<file path="src/rtl/lpddr_refresh_sched.sv">
// Refresh scheduler between the AXI master and RAM: counts tREFI, blocks new
// AW/AR handshakes, drains outstanding bursts, then holds a tRFC refresh window.
`timescale 1ns/1ps
module lpddr_refresh_sched #(
  parameter int TREFI_W = 16,
  parameter int TRFC_W  = 8,
  parameter int OST_W   = 4,
  parameter int PEND_W  = 3,
  parameter int CNT_W   = 16
) (
  input  logic               aclk,
  input  logic               aresetn,
  input  logic               cfg_en,
  input  logic [TREFI_W-1:0] cfg_trefi,
  input  logic [TRFC_W-1:0]  cfg_trfc,
  input  logic               s_awvalid,
  output logic               s_awready,
  output logic               m_awvalid,
  input  logic               m_awready,
  input  logic               s_arvalid,
  output logic               s_arready,
  output logic               m_arvalid,
  input  logic               m_arready,
  input  logic               bvalid,
  input  logic               bready,
  input  logic               rvalid,
  input  logic               rready,
  input  logic               rlast,
  output logic               ref_busy,
  output logic               ref_done,
  output logic [CNT_W-1:0]   ref_count,
  output logic               ref_ovf
);

  typedef enum logic [1:0] {S_IDLE, S_DRAIN, S_REFRESH} state_t;

  state_t              state, state_nxt;
  logic [TREFI_W-1:0]  ivl, trefi_q, lim;
  logic [PEND_W-1:0]   pend, pend_nxt;
  logic [TRFC_W-1:0]   win, trfc_ld;
  logic [OST_W-1:0]    wr_ost, rd_ost;
  logic                aw_hold, ar_hold;
  logic                allow, run, expire, ovf_set, win_done;
  logic                aw_hs, ar_hs, b_hs, r_hs;

  always_comb begin
    allow     = (state == S_IDLE);
    m_awvalid = s_awvalid & (allow | aw_hold);
    s_awready = m_awready & (allow | aw_hold);
    m_arvalid = s_arvalid & (allow | ar_hold);
    s_arready = m_arready & (allow | ar_hold);
    aw_hs     = m_awvalid & m_awready;
    ar_hs     = m_arvalid & m_arready;
    b_hs      = bvalid & bready;
    r_hs      = rvalid & rready & rlast;
    run       = cfg_en && (cfg_trefi != '0);
    // trefi_q is the interval latched at the last reload; before the first
    // reload it is 0 and the live config is used instead.
    lim       = (trefi_q == '0) ? cfg_trefi : trefi_q;
    expire    = run && (ivl == lim - TREFI_W'(1));
    win_done  = (state == S_REFRESH) && (win == '0);
    trfc_ld   = (cfg_trfc == '0) ? '0 : cfg_trfc - TRFC_W'(1);
  end

  always_comb begin
    pend_nxt = pend;
    ovf_set  = 1'b0;
    if (expire && !win_done) begin
      if (pend == '1) ovf_set = 1'b1;
      else            pend_nxt = pend + PEND_W'(1);
    end else if (!expire && win_done) begin
      pend_nxt = pend - PEND_W'(1);
    end
  end

  always_comb begin
    state_nxt = state;
    case (state)
      S_IDLE:    if (pend != '0) state_nxt = S_DRAIN;
      S_DRAIN:   if (wr_ost == '0 && rd_ost == '0 && !aw_hold && !ar_hold)
                   state_nxt = S_REFRESH;
      S_REFRESH: if (win == '0) state_nxt = (pend_nxt != '0) ? S_DRAIN : S_IDLE;
      default:   state_nxt = S_IDLE;
    endcase
  end

  always_ff @(posedge aclk or negedge aresetn) begin
    if (!aresetn) begin
      state     <= S_IDLE;
      ref_busy  <= 1'b0;
      ref_done  <= 1'b0;
      ref_count <= '0;
      win       <= '0;
    end else begin
      state     <= state_nxt;
      ref_busy  <= (state_nxt != S_IDLE);
      ref_done  <= win_done;
      if (win_done) ref_count <= ref_count + CNT_W'(1);
      if (state == S_DRAIN && state_nxt == S_REFRESH) win <= trfc_ld;
      else if (state == S_REFRESH && win != '0)       win <= win - TRFC_W'(1);
    end
  end

  always_ff @(posedge aclk or negedge aresetn) begin
    if (!aresetn) begin
      ivl     <= '0;
      trefi_q <= '0;
      pend    <= '0;
      ref_ovf <= 1'b0;
    end else begin
      pend <= pend_nxt;
      if (ovf_set) ref_ovf <= 1'b1;
      if (!run) begin
        ivl     <= '0;
        trefi_q <= cfg_trefi;
      end else if (expire) begin
        ivl     <= '0;
        trefi_q <= cfg_trefi;
      end else begin
        ivl <= ivl + TREFI_W'(1);
        if (trefi_q == '0) trefi_q <= cfg_trefi;
      end
    end
  end

  // An address already offered downstream stays offered until accepted.
  always_ff @(posedge aclk or negedge aresetn) begin
    if (!aresetn) begin
      aw_hold <= 1'b0;
      ar_hold <= 1'b0;
      wr_ost  <= '0;
      rd_ost  <= '0;
    end else begin
      if (aw_hs)                         aw_hold <= 1'b0;
      else if (m_awvalid && !m_awready)  aw_hold <= 1'b1;
      if (ar_hs)                         ar_hold <= 1'b0;
      else if (m_arvalid && !m_arready)  ar_hold <= 1'b1;
      case ({aw_hs, b_hs})
        2'b10:   wr_ost <= wr_ost + OST_W'(1);
        2'b01:   wr_ost <= wr_ost - OST_W'(1);
        default: wr_ost <= wr_ost;
      endcase
      case ({ar_hs, r_hs})
        2'b10:   rd_ost <= rd_ost + OST_W'(1);
        2'b01:   rd_ost <= rd_ost - OST_W'(1);
        default: rd_ost <= rd_ost;
      endcase
    end
  end

endmodule

</file>
<file path="config.mk">
export PLATFORM = sky130hd
export DESIGN_NAME = lpddr_refresh_sched
export DESIGN_NICKNAME = d
export VERILOG_FILES = /design/src/rtl/lpddr_refresh_sched.sv
export SDC_FILE = /design/constraint.sdc
export NUM_CORES = 1
export LEC_CHECK = 0
export ABC_AREA = 1
export CORE_ASPECT_RATIO = 0.7
export CORE_MARGIN = 8
export CORE_UTILIZATION = 40
export DETAILED_ROUTE_END_ITERATION = 10
export DONT_BUFFER_PORTS = 1
export MAX_ROUTING_LAYER = met4
export PLACE_DENSITY_LB_ADDON = 0.2
export REMOVE_ABC_BUFFERS = 1
export SLEW_MARGIN = 20
export SYNTH_ARGS = -nofsm -noshare
export SYNTH_HDL_FRONTEND = slang
export SYNTH_SLANG_ARGS = --single-unit
</file>
<file path="constraint.sdc">
create_clock -name aclk -period 2.9 [get_ports aclk]
set_input_delay 0.435 -clock aclk [delete_from_list [all_inputs] [get_ports aclk]]
set_output_delay 0.435 -clock aclk [all_outputs]
set_load 0.02 [all_outputs]
</file>
# After elaboration in Yosys (flattened, before gate mapping)

Index checks and enable logic that the tools add are counted.

Order comparisons: 0
Reductions and logical operators: 34
Bitwise gates (word level): 11
Multipliers: 0
Eq/ne operators: 9
Muxes and demuxes: 24
Div/mod/pow operators: 0
Shifts and indexed selects: 0
$add $sub $neg: 11

Operators with widths:

| kind                  | number |
|---|---|
| $mux 16               | 5 |
| $add 16x1->16 const B | 2 |
| $mux 8                | 3 |
| $eq 16x16->1          | 1 |
| $logic_not 16->1      | 1 |
| $logic_not 8->1       | 2 |
| $pmux 4 s2            | 2 |
| $reduce_bool 16->1    | 1 |
| $sub 16x1->16 const B | 1 |
| $sub 8x1->8 const B   | 2 |
| $logic_and 1x1->1     | 12 |
| $reduce_bool 2->1     | 6 |
| $and 1x1->1           | 9 |
| $mux 3                | 3 |
| $add 4x1->4 const B   | 2 |
| $eq 2x2->1 const B    | 4 |
| $logic_not 4->1       | 2 |
| $reduce_bool 8->1     | 1 |
| $sub 4x1->4 const B   | 2 |
| $mux 1                | 7 |
| $eq 2x1->1 const B    | 3 |
| $logic_not 1->1       | 6 |
| $mux 2                | 3 |
| $pmux 2 s3            | 1 |
| other kinds (6)       | 8 |

Bits in latches: 0
Memory bits (writable): 0
Input port bits: 36
ROM bits: 0
Register bits after elaboration: 74
Memories kept: 0
Output and inout bits: 23

# Longest topological paths before layout

Word-level depth: 16
Depth in mapped cells: 27
Gate-level depth less buffers: 27

# Worst setup path before layout

No wires, ideal clock.

Path kind: reg2reg
Start: register trefi_q[6]
End: register ref_busy
Data arrival time: 2763 ps
Buffers on the path: 0
Clock period less this slack: 2881 ps
Path slack: 19 ps
Library setup time: 118 ps
Cell stages (with the launch flop): 26
Required time: 2782 ps
Path through: dfrtp_1 > nor2_1 > nand2_1 > nor2_4 > nand2_2 > nand2_1 > nand2_2 > ha_1 > xnor2_1 > nand3_1 > nand2_1 > nand3_1 > a21oi_1 > nand2_1 > nor2_1 > nand3_1 > nor2_2 > nand4_1 > nand2_1 > nand2_1 > nand2_1 > nand3_1 > nand2_1 > nand3_1 > nand2_1 > nand2_1

Longest elaborated chain between the ends: 14
Elaborated cells on any way between the ends: 15
Those cells by class: add/sub: 1; eq/ne: 1; mux: 6; reduce/logical: 7

RTL lines:

| what                   | line | RTL |
|---|---|---|
| start, declared        | 38   | `logic [TREFI_W-1:0] ivl, trefi_q, lim;` |
| start signal, assigned | 115  | `trefi_q <= cfg_trefi;` |
| start signal, assigned | 118  | `trefi_q <= cfg_trefi;` |
| start signal, assigned | 121  | `if (trefi_q == '0) trefi_q <= cfg_trefi;` |
| $logic_not 16->1       | 59   | `lim = (trefi_q == '0) ? cfg_trefi : trefi_q;` |
| $mux 16 *              | --   |  |
| $sub 16x1->16 *        | 60   | `expire = run && (ivl == lim - TREFI_W'(1));` |
| $eq 16x16->1 *         | 60   |  |
| $logic_and 1x1->1 *    | 60   |  |
| $logic_not 1->1        | 71   | `end else if (!expire && win_done) begin` |
| $logic_and 1x1->1      | 71   |  |
| $mux 3                 | 71   |  |
| $mux 3 *               | 68   | `if (expire && !win_done) begin` |
| $reduce_bool 3->1 *    | 82   | `S_REFRESH: if (win == '0) state_nxt = (pend_nxt != '0) ? S_DRAIN : S_IDLE;` |
| $mux 1 *               | 82   |  |
| $mux 2 *               | 82   |  |
| $pmux 2 s3 *           | 78   | `case (state)` |
| $reduce_bool 2->1 *    | 96   | `ref_busy <= (state_nxt != S_IDLE);` |
| end signal, assigned   | 96   |  |
| end, declared          | 29   | `output logic ref_busy,` |

Every way passes the cells marked *; elsewhere a longest branch is shown, timed or not.
A chain may end at the register's enable or synchronous reset.

# Final worst setup path

Start: register trefi_q[7]
End: register trefi_q[10]

Longest elaborated chain between the ends: 7

RTL lines:

| what              | line    | RTL |
|---|---|---|
| $logic_not 16->1  | 59, 121 |  |
| $mux 16 *         | --      |  |
| $sub 16x1->16     | 60      |  |
| $eq 16x16->1      | 60      |  |
| $logic_and 1x1->1 | 60      |  |
| $mux 16 *         | 116     | `end else if (expire) begin` |
| $mux 16 *         | 113     | `if (!run) begin` |

Marks and branches as above.

==> impl_metrics.env <==
export IMPL_worst_path_max_delay_cell="dfrtp_1"
export IMPL_drtPass1Iterations=5
export IMPL_finalHoldWorstSlack_ns=0.223
export IMPL_tns_ns=-5.12
export IMPL_final_cycle_share_pct=110
export IMPL_timing_critical_path_slowest_cell_delay_ns=0.38
export IMPL_timing_critical_path_max_delay_family="simple AND/OR/NAND/NOR gates"
export IMPL_pin_count=59
export IMPL_maxClockFrequency_ghz=0.314
export IMPL_hold_viol=0
export IMPL_route_detailed_wl_per_inst_um=14.6
export IMPL_ant_nets=0
export IMPL_final_max_slew_viol_count=0
export IMPL_synth_distinct_cells=37
export IMPL_multi_input_area_um2=2920
export IMPL_sequential_cell_area_um2=1850
export IMPL_yosysTopAreaCell="dfrtp_1"
export IMPL_detailedPlacementHpwl_um=10500
export IMPL_first_pass_grt_wire_length_um=22600
export IMPL_utilization_pct=49.7
export IMPL_finish_instance_area_um2=6210
export IMPL_root_buffer="clkbuf_16"
export IMPL_start_kind="flip-flop"
export IMPL_yosysMostFrequentCell="nand2_1"
export IMPL_worstSkewPairLatency_ns=0.34
export IMPL_ys_warnings_count=0
export IMPL_grt_setup_unrepaired="true"
export IMPL_seq_area_frac_synth_pct=35.9
export IMPL_min_period_ns=3.19
export IMPL_place_port_buffers=0
export IMPL_place_ws_ns=-0.206
export IMPL_power_ir_vdd_worst_v=0.000376
export IMPL_cp_cell_sequence="nor2_1 > nand2_1 > nor2_4 > nand3_2 > nand2_2 > ha_4 > nand3_4 > nor2_4 > nand4_1 > nand2_2 > buf_4 > nand3_1 > nor2_1 > nand3_1 > nor2_2 > buf_4 > buf_4 > nor2_4 > buf_4 > clkbuf_16 > a31oi_1"
export IMPL_cts_htree_levels=3
export IMPL_cp_buffers_inverters=5
export IMPL_placement_cell_area_um2=5520
export IMPL_floorplan_die_width_um=152
export IMPL_core_area_um2=12500
export IMPL_tightest_slew_ns=0.416
export IMPL_number_of_drc_violations_after_detailed_routing=0
export IMPL_power_density_nw_per_um2=520
export IMPL_timing_clock_skew_ns=0.0106
export IMPL_grt_remaining_overflow=0
export IMPL_post_route_cells_drive_above_1_share_pct=14.5
export IMPL_synthesis_instances=748
export IMPL_antenna_cells_inserted=0
export IMPL_synth_edff_count=0
export IMPL_drt_initial_drc_count=324
export IMPL_synth_flop_cell="dfrtp_1"
export IMPL_clock_sinks=74
export IMPL_fin_cells=963
export IMPL_gp_congestion=0.939
export IMPL_fp_row_count=34
export IMPL_nNetsFinal=848
export IMPL_rel_slew_slack_pct=72.0
export IMPL_worst_setup_path_type="flip-flop to flip-flop"
export IMPL_status="finished, violations left"
export IMPL_failed_checks="setup timing"
export IMPL_cell_types_with_the_largest_area_share_after_synthesis="dfrtp_1 (36%), nand2_1 (15%), inv_1 (9.5%)"
export IMPL_synthDominantCellAreaShare_pct=35.9
export IMPL_global_route_usage_total_pct=17.2
export IMPL_cp_data_arrival_time_ns=3.43
export IMPL_cts_tree="done"
export IMPL_clock_path_buffers=2
export IMPL_critPathRequiredTime_ns=3.15
export IMPL_path_common_cell="buf_4"
export IMPL_clk_pin_slew_worst_paths_ns=0.06
export IMPL_viasPerCell=5.02
export IMPL_placed_cells=929
export IMPL_synth_seq_cells=74
export IMPL_netlist_area_um2=5150
export IMPL_synth_async_reset_ratio_pct=100
export IMPL_setup_slack_ns=-0.285
export IMPL_nFillCells=1234
export IMPL_finalPower_mw=3.23
export IMPL_initial_antenna_violation_count=0
export IMPL_dieArea_um2=16800
export IMPL_floorplan_initialDensity_pct=41.2
export IMPL_grt_pass1_vias=4479
export IMPL_power_static_leakage_nw=3.27
export IMPL_timing_final_setup_violations=35
export IMPL_cp_max_fo=14
export IMPL_flow_area_growth_from_synthesis_pct=20.6
export IMPL_holdCritPathClass="input port to flip-flop"
export IMPL_postSynthAreaPerCell_um2=6.89
export IMPL_die_h_um=111
export IMPL_detail_route_wirelength_um=14100
export IMPL_max_cap_violations=0
export IMPL_routed_via_count=4832
export IMPL_grt_start_max_net_pins=75
export IMPL_synth_top_cells_by_count="nand2_1 (205), inv_1 (130), nor2_1 (89)"
export IMPL_cts_buffers_inserted=9
export IMPL_timing_critical_path_to_type="flip-flop"
==> placed cells by master, fill, tap and decap left out, drive strengths merged, types with 2 or more instances in the layout <==
master / n
a211oi: 2
a21oi: 8
a31oi: 3
buf: 41
clkbuf: 12
clkinv: 2
dfrtp: 74
fa: 2
ha: 14
inv: 135
nand2: 209
nand3: 71
nand3b: 4
nand4: 14
nor2: 96
nor3: 12
nor4: 6
o211ai: 2
o21ai: 31
o21bai: 3
o221ai: 2
o22ai: 2
or2: 4
xnor2: 11
xor2: 34
==> registers in the layout (all words and copies together) (netlist names) <==
signal / cells
ivl: 16
ref_count: 16
trefi_q: 16
win: 8
rd_ost: 4
wr_ost: 4
pend: 3
state: 2
ar_hold: 1
aw_hold: 1
ref_busy: 1
ref_done: 1
ref_ovf: 1
==> power breakdown <==
part | internal [mW] | switching, mW | total (mW)
Clock | 0.699 | 0.471 | 1.17
Combinational | 0.300 | 0.474 | 0.774
Sequential | 1.17 | 0.119 | 1.29
==> logic make-up (layout without fill, tap and decap cells) <==
logic type               after synthesis  in the layout  synth area share (%)
XOR/XNOR                              45             45                  7.65
AO/OA/AOI/OAI                         55             55                  6.14
adder cells (fa/ha/maj)               16             16                  4.18
AND/OR/NAND/NOR                      418            418                  35.5
buffers and inverters                140            193                  10.6
flip-flops                            74             74                  35.9
==> what timing repair did <==
action / CTS / global route
resized for setup: 29 / 26
hold buffers: 2 / 0
pin swaps: 11 / 25
hold endpoints to repair: 74 / 0
setup buffers: 5 / 10
endpoints found under the setup margin: 4 / 41
gates cloned: 0 / 2
==> worst register-to-register path, delay by kind of cell (launching register included) <==
family	cells	cell delay, ns
AND/OR/NAND/NOR	14	1.67
adder cells (fa/ha/maj)	1	0.18
buffers and inverters	5	0.68
flip-flops	1	0.38
AO/OA/AOI/OAI	1	0.20
==> worst paths after layout <==
check / start / end / slack (ns) / cells past startpoint
setup / recovery: trefi_q[7] / trefi_q[10] / -0.29 / 21
hold / removal: cfg_trefi[12] / trefi_q[12] / 0.22 / 2
setup reg to reg: trefi_q[7] / trefi_q[10] / -0.29 / 21
hold reg to reg: wr_ost[0] / wr_ost[0] / 0.48 / 1
max in group asynchronous: aresetn / win[4] / 1.93 / 2
min in group asynchronous: aresetn / ivl[5] / 0.63 / 2
==> per-layer routing <==
layer	part of all wire, %	GRT usage, %	vias to the layer above
li1	-	-	2441
met1	52	25.7	2251
met2	40	21.9	125
met3	7.2	4.40	15
met4	0.96	4.30	0
met5	0	-	-
==> cell type report <==
cell class / count / share of cell area (%)
inverters: 133 / 8.08
well taps: 162 / 3.26
clock buffers: 10 / 3.85
multi-input cells: 534 / 47.0
flip-flops and latches: 74 / 29.8
repair buffers: 44 / 6.81
clock inverters: 6 / 1.17
Power figures use the tool's default switching activity.
